**src/rtl/jtkiwi_shram_arb.sv**
```systemverilog
// Shared 8 kB RAM arbiter between the main CPU and the sound/sub CPU.
// It serialises single-port RAM accesses, stalls the CPU that has to wait
// through its busy line, and returns registered read data to each side.
// Optional build macro: JTKIWI_ARB_RR_EN
//   defined   -> ties are granted round-robin against the last requester served
//   undefined -> ties always go to the main CPU
module jtkiwi_shram_arb #(
  parameter int AW     = 13,
  parameter int DW     = 8,
  parameter int RD_LAT = 1
) (
  input  logic          clk_i,
  input  logic          rst_n_i,
  input  logic          m_cs_i,
  input  logic          m_we_i,
  input  logic [AW-1:0] m_addr_i,
  input  logic [DW-1:0] m_din_i,
  output logic [DW-1:0] m_dout_o,
  output logic          m_busy_o,
  input  logic          s_cs_i,
  input  logic          s_we_i,
  input  logic [AW-1:0] s_addr_i,
  input  logic [DW-1:0] s_din_i,
  output logic [DW-1:0] s_dout_o,
  output logic          s_busy_o,
  output logic [AW-1:0] ram_addr_o,
  output logic [DW-1:0] ram_din_o,
  output logic          ram_we_o,
  input  logic [DW-1:0] ram_dout_i
);

  typedef enum logic [1:0] {IDLE, ACC_M, ACC_S} state_t;

  localparam logic       LAST_M = 1'b1;
  localparam logic       LAST_S = 1'b0;
  localparam logic [1:0] LAT_M1 = 2'(RD_LAT - 1);
`ifdef JTKIWI_ARB_RR_EN
  localparam bit RR_EN = 1'b1;
`else
  localparam bit RR_EN = 1'b0;
`endif

  state_t        state_q, state_d;
  logic [AW-1:0] addr_q, addr_d;
  logic [DW-1:0] din_q, din_d;
  logic          we_q, we_d;
  logic [1:0]    cnt_q, cnt_d;
  logic [DW-1:0] m_dout_q, m_dout_d;
  logic [DW-1:0] s_dout_q, s_dout_d;
  logic          m_done_q, m_done_d;
  logic          s_done_q, s_done_d;
  logic          last_q, last_d;

  logic m_pend, s_pend, m_fin, s_fin, grant_m, grant_s, acc_fin;

  assign m_pend = m_cs_i & ~m_done_q;
  assign s_pend = s_cs_i & ~s_done_q;

  assign m_busy_o   = m_pend;
  assign s_busy_o   = s_pend;
  assign m_dout_o   = m_dout_q;
  assign s_dout_o   = s_dout_q;
  assign ram_addr_o = addr_q;
  assign ram_din_o  = din_q;
  assign ram_we_o   = we_q;

  // A write always completes on its first ACC edge, which is exactly the
  // cycle where the registered write strobe is still high.
  assign acc_fin = we_q | (cnt_q == LAT_M1);

  // Next-state decode: access sequencing, grants and per-requester results.
  always_comb begin
    state_d  = state_q;
    addr_d   = addr_q;
    din_d    = din_q;
    we_d     = 1'b0;
    cnt_d    = cnt_q;
    m_dout_d = m_dout_q;
    s_dout_d = s_dout_q;
    last_d   = last_q;
    m_fin    = 1'b0;
    s_fin    = 1'b0;
    grant_m  = 1'b0;
    grant_s  = 1'b0;
    case (state_q)
      IDLE: begin
        if (m_pend && s_pend) begin
          grant_m = !RR_EN || (last_q == LAST_S);
          grant_s = !grant_m;
        end else begin
          grant_m = m_pend;
          grant_s = s_pend;
        end
      end
      ACC_M: begin
        cnt_d = cnt_q + 2'd1;
        if (acc_fin) begin
          m_fin   = 1'b1;
          last_d  = LAST_M;
          state_d = IDLE;
          if (!we_q) m_dout_d = ram_dout_i;
          grant_s = s_pend;
        end
      end
      ACC_S: begin
        cnt_d = cnt_q + 2'd1;
        if (acc_fin) begin
          s_fin   = 1'b1;
          last_d  = LAST_S;
          state_d = IDLE;
          if (!we_q) s_dout_d = ram_dout_i;
          grant_m = m_pend;
        end
      end
      default: state_d = IDLE;
    endcase
    // Loser of a contended cycle is launched on the completing edge.
    if (grant_m) begin
      state_d = ACC_M;
      addr_d  = m_addr_i;
      din_d   = m_din_i;
      we_d    = m_we_i;
      cnt_d   = 2'd0;
    end else if (grant_s) begin
      state_d = ACC_S;
      addr_d  = s_addr_i;
      din_d   = s_din_i;
      we_d    = s_we_i;
      cnt_d   = 2'd0;
    end
    // Done sticks while cs is held so a lingering cs cannot re-trigger.
    m_done_d = m_cs_i & (m_done_q | m_fin);
    s_done_d = s_cs_i & (s_done_q | s_fin);
  end

  // State and datapath registers.
  always_ff @(posedge clk_i or negedge rst_n_i) begin
    if (!rst_n_i) begin
      state_q  <= IDLE;
      addr_q   <= '0;
      din_q    <= '0;
      we_q     <= 1'b0;
      cnt_q    <= 2'd0;
      m_dout_q <= '0;
      s_dout_q <= '0;
      m_done_q <= 1'b0;
      s_done_q <= 1'b0;
      last_q   <= LAST_S;
    end else begin
      state_q  <= state_d;
      addr_q   <= addr_d;
      din_q    <= din_d;
      we_q     <= we_d;
      cnt_q    <= cnt_d;
      m_dout_q <= m_dout_d;
      s_dout_q <= s_dout_d;
      m_done_q <= m_done_d;
      s_done_q <= s_done_d;
      last_q   <= last_d;
    end
  end

endmodule

```
**config.mk**
```make
export PLATFORM = sky130hd
export DESIGN_NAME = jtkiwi_shram_arb
export DESIGN_NICKNAME = d
export VERILOG_FILES = /design/src/rtl/jtkiwi_shram_arb.sv
export SDC_FILE = /design/constraint.sdc
export NUM_CORES = 1
export LEC_CHECK = 0
export BUFFER_PORTS_ARGS = -buffer_cell sky130_fd_sc_hd__buf_2
export CAP_MARGIN = 30
export CORE_MARGIN = 8
export CORE_UTILIZATION = 46
export CTS_CLUSTER_SIZE = 28
export DETAILED_ROUTE_END_ITERATION = 10
export MAX_ROUTING_LAYER = met4
export PLACE_DENSITY = 0.83
export SYNTH_ARGS = -nofsm -noshare
export SYNTH_HDL_FRONTEND = slang
export SYNTH_SLANG_ARGS = --single-unit
```
**constraint.sdc**
```tcl
create_clock -name clk_i -period 2.1 [get_ports clk_i]
set_input_delay 0.105 -clock clk_i [delete_from_list [all_inputs] [get_ports clk_i]]
set_output_delay 0.105 -clock clk_i [all_outputs]
set_load 0.02 [all_outputs]
```
==> results.md <==
* Status: completed
* Placed Cells at 331
* CTS buffer count at 5
* Endpoint class of the critical path: flip-flop
* Buffers on Ports at 95
* Largest net degree at the start of global routing at 45
* Worst hold-check path type: in -> reg
* Sequential share of power at 0.341
* Fin crit period at 1798 ps
* Achievable frequency at roughly 0.56 GHz
* Syn. warnings at 0
* Switching Fraction at 0.4523
* Top cell type by total area after synthesis: dfrtp_1
* Pwr dens at about 1700 nW/um2
* CTS Sinks at 44
* DP HPWL at 3985 um
* Clk_lat worst skew at around 290 ps
* Sw power at between 1500 and 2000 uW
* Leak pwr at 0.001273 uW
* Setup Skew at about 9.1 ps
* DR vias at 1811
* N_diodes at 0
* Critical Path Fanout Max at 13
* Die area at slightly below 7000 um2
* Via-to-Cell Ratio at 5.311
* Bufs and invs on worst path at 3
* #FFs+latches synth at 44
* Synth Instances at ~190
* Die width at 82.14 um
* Worst Path Required at 2320 ps
* Final RePlAce weighted congestion at 0.7359
* Initial core utilization at 0.4685
* CP peak stage delay at 410 ps
* Syn avg cell area at 10.37 um2
* Number of DRC markers in iteration 0 at 47
* Synth top area cells: dfrtp_1 55%, mux2_1 9.0%, a31oi_1 6.5%, a21oi_1 5.2%, o21ai_0 4.5%
* Pre-Repair DR Iteration Count at 4
* Setup WS pre-CTS at around 77 ps
* Final worst setup slack at 301.7 ps
* Crit path depth at 7
* Commonest non-fill, non-tap cell in the layout: buf_2
* Post-placement cell area at 2501 um2
* Wire per inst at 15.72 um
* Crit start category: flip-flop
* Final Cell Area at 2629 um2
* IO Count at 96
* Clk pwr share at 0.123
* Syn nets at 254
* Gate power share at 0.537
* Post-CTS setup buffer count at 0
* CTS max path bufs at 2
* Htree depth at 2
* Area Growth Syn to Fin at 30.66%
* Detail Route Antenna Nets at 0
* Final Non-Filler Cells at 341
* Number of global-route vias before repair at 1945
* Layout cell share with drive strength beyond 1 at 0.3875
* Max VDD drop at 0.9007 mV
* Max_slew headroom at 0.5212
* Gr usage total at 0.1676
* Drt total wl at between 5000 and 6000 um
* Endpoints failing hold at 0
* Final slew viol count at 0
* Critical setup path kind: reg -> reg
* RSZ-0062 raised after global routing: no
* TritonCTS clock tree: done
* Die Y at 82.14 um
* Highest-count cells in the layout ignoring fill and taps: 95 x buf_2, 44 x dfrtp_1, 24 x nor2_1, 21 x a31oi_1, 21 x a21oi_1
* Max-cap viol count at 0
* WP data arrival at 2020 ps
* Setup_tns at 0 ps
* Yosys top cell area share at 0.5473
* Grt total ovfl at 0
* Core area at 4294 um2
* Final nets at 348
* Number of cells on the worst hold path at 2
* Fillcell total at about 380
* Synth unique cells at 26
* CP top delay family: compound AO/OA/AOI/OAI gates
* CTS Root Cell: clkbuf_8
* CP max stage cell: dfrtp_1
* Worst-Margin Slew at 717.4 ps
* Worst-path clk slew at 80 ps
* CP Cell Sequence: inv_1 -> ha_1 -> inv_2 -> o21ai_2 -> buf_4 -> a31oi_1 -> a21oi_1
* Final setup fails at 0
* P_int at 2393 uW
* Initial antenna violation count at 0
* # rows at 24
* Part of the cycle the worst path needs at 0.8563
* Global-route wire length before repair at 8597 um
* DRC viols at 0
* Worst reg-to-reg path cell count at 7
* Seq/Total Area, Yosys at 0.5473
* Netlist Area Pre-Place at 2012 um2
-- cell type report --
type | count | area (um2) | share of cell area
Inverter | 7 | 26.28 | 0.009995
Sequential cell | 44 | 1101 | 0.4188
Multi-Input combinational cell | 130 | 815.8 | 0.3103
Clock buffer | 6 | 82.58 | 0.03141
Clock inverter | 2 | 10.01 | 0.003808
Tap cell | 52 | 65.06 | 0.02475
Timing Repair Buffer | 100 | 528.0 | 0.2009
-- path summary, 6_finish.rpt --
check,startpoint,to,slack [ps]
worst min register to register,s_dout_o[7],s_dout_o[7],490
min in group asynchronous,rst_n_i,s_done_q,320
worst max-delay path,state_q[0],ram_addr_o[7],300
worst max register to register,state_q[0],ram_addr_o[7],300
worst min-delay path,s_cs_i,s_done_q,30
max in group asynchronous,rst_n_i,s_dout_o[0],1570
-- logic make-up after synthesis --
group | after synthesis | synth area share
compound gates | 75 | 0.2108
xor+xnor | 1 | 0.004354
buf+inv | 20 | 0.04975
flops | 44 | 0.5473
fa+ha+maj | 4 | 0.02488
mux | 17 | 0.09453
simple gates | 33 | 0.06841
-- timing repair --
action | 4_1_cts | 5_1_grt
setup endpoints to repair | 0 | 16
hold buffers | 1 | 0
gates resized for setup | 0 | 2
endpoints found under the hold margin | 32 | 0
-- state kept, by name, indices dropped and copies added, names as in the netlist --
signal	cells
state_q	2
cnt_q	2
m_dout_o	8
ram_we_o	1
ram_din_o	8
s_dout_o	8
m_done_q	1
s_done_q	1
ram_addr_o	13
-- worst reg2reg max path, cell delays in order, from the launching register on --
cell     delay (ps)
dfrtp_1         410
inv_1            90
ha_1            230
inv_2            60
o21ai_2         370
buf_4           280
a31oi_1         100
a21oi_1         190
-- per-layer routing --
layer,share of wire,GRT usage,vias to the layer above
met5,0,-,-
met4,0.010,0.04737,0
met3,0.083,0.04870,7
met2,0.48,0.2715,90
met1,0.43,0.1989,840
li1,-,-,874
-- cells in the mapped netlist --
| library cell | number |
|---|---|
| o21ai_0 | 18 |
| buf_6 | 2 |
| o21a_1 | 3 |
| nor2_1 | 24 |
| xnor2_1 | 1 |
| dfrtp_1 | 44 |
| clkbuf_1 | 3 |
| a22oi_1 | 1 |
| a21oi_1 | 21 |
| o21a_2 | 1 |
| ha_1 | 4 |
| a21boi_0 | 1 |
| inv_2 | 1 |
| nand2b_1 | 1 |
| inv_1 | 6 |
| nor3_1 | 3 |
| a31oi_1 | 21 |
| a22o_1 | 1 |
| nor2b_1 | 1 |
| a21o_1 | 1 |
| o21ai_1 | 7 |
| mux2_1 | 16 |
| buf_2 | 8 |
| mux2i_1 | 1 |
| nand2_1 | 3 |
| nor2b_2 | 1 |
-- stage by stage --
stage	hold slack (ps)	util	total power [uW]
floorplan	-190.6	-	3127
global placement	295.1	0.5825	3773
detailed placement	312.9	0.5825	3846
CTS	27.42	0.6064	4395
global route	33.83	0.6122	4728
finish	31.14	0.6122	4370
-- power by group through the flow --
| stage | Combinational [uW] | Clock [uW] | Sequential (uW) |
|---|---|---|---|
| global route | 2590 | 593 | 1540 |
| global placement | 2290 | 0 | 1480 |
| detailed placement | 2350 | 0 | 1490 |
| CTS | 2360 | 548 | 1480 |
| finish | 2350 | 535 | 1490 |
| floorplan | 1170 | 0 | 1960 |
(Power assumes the default switching activity.)
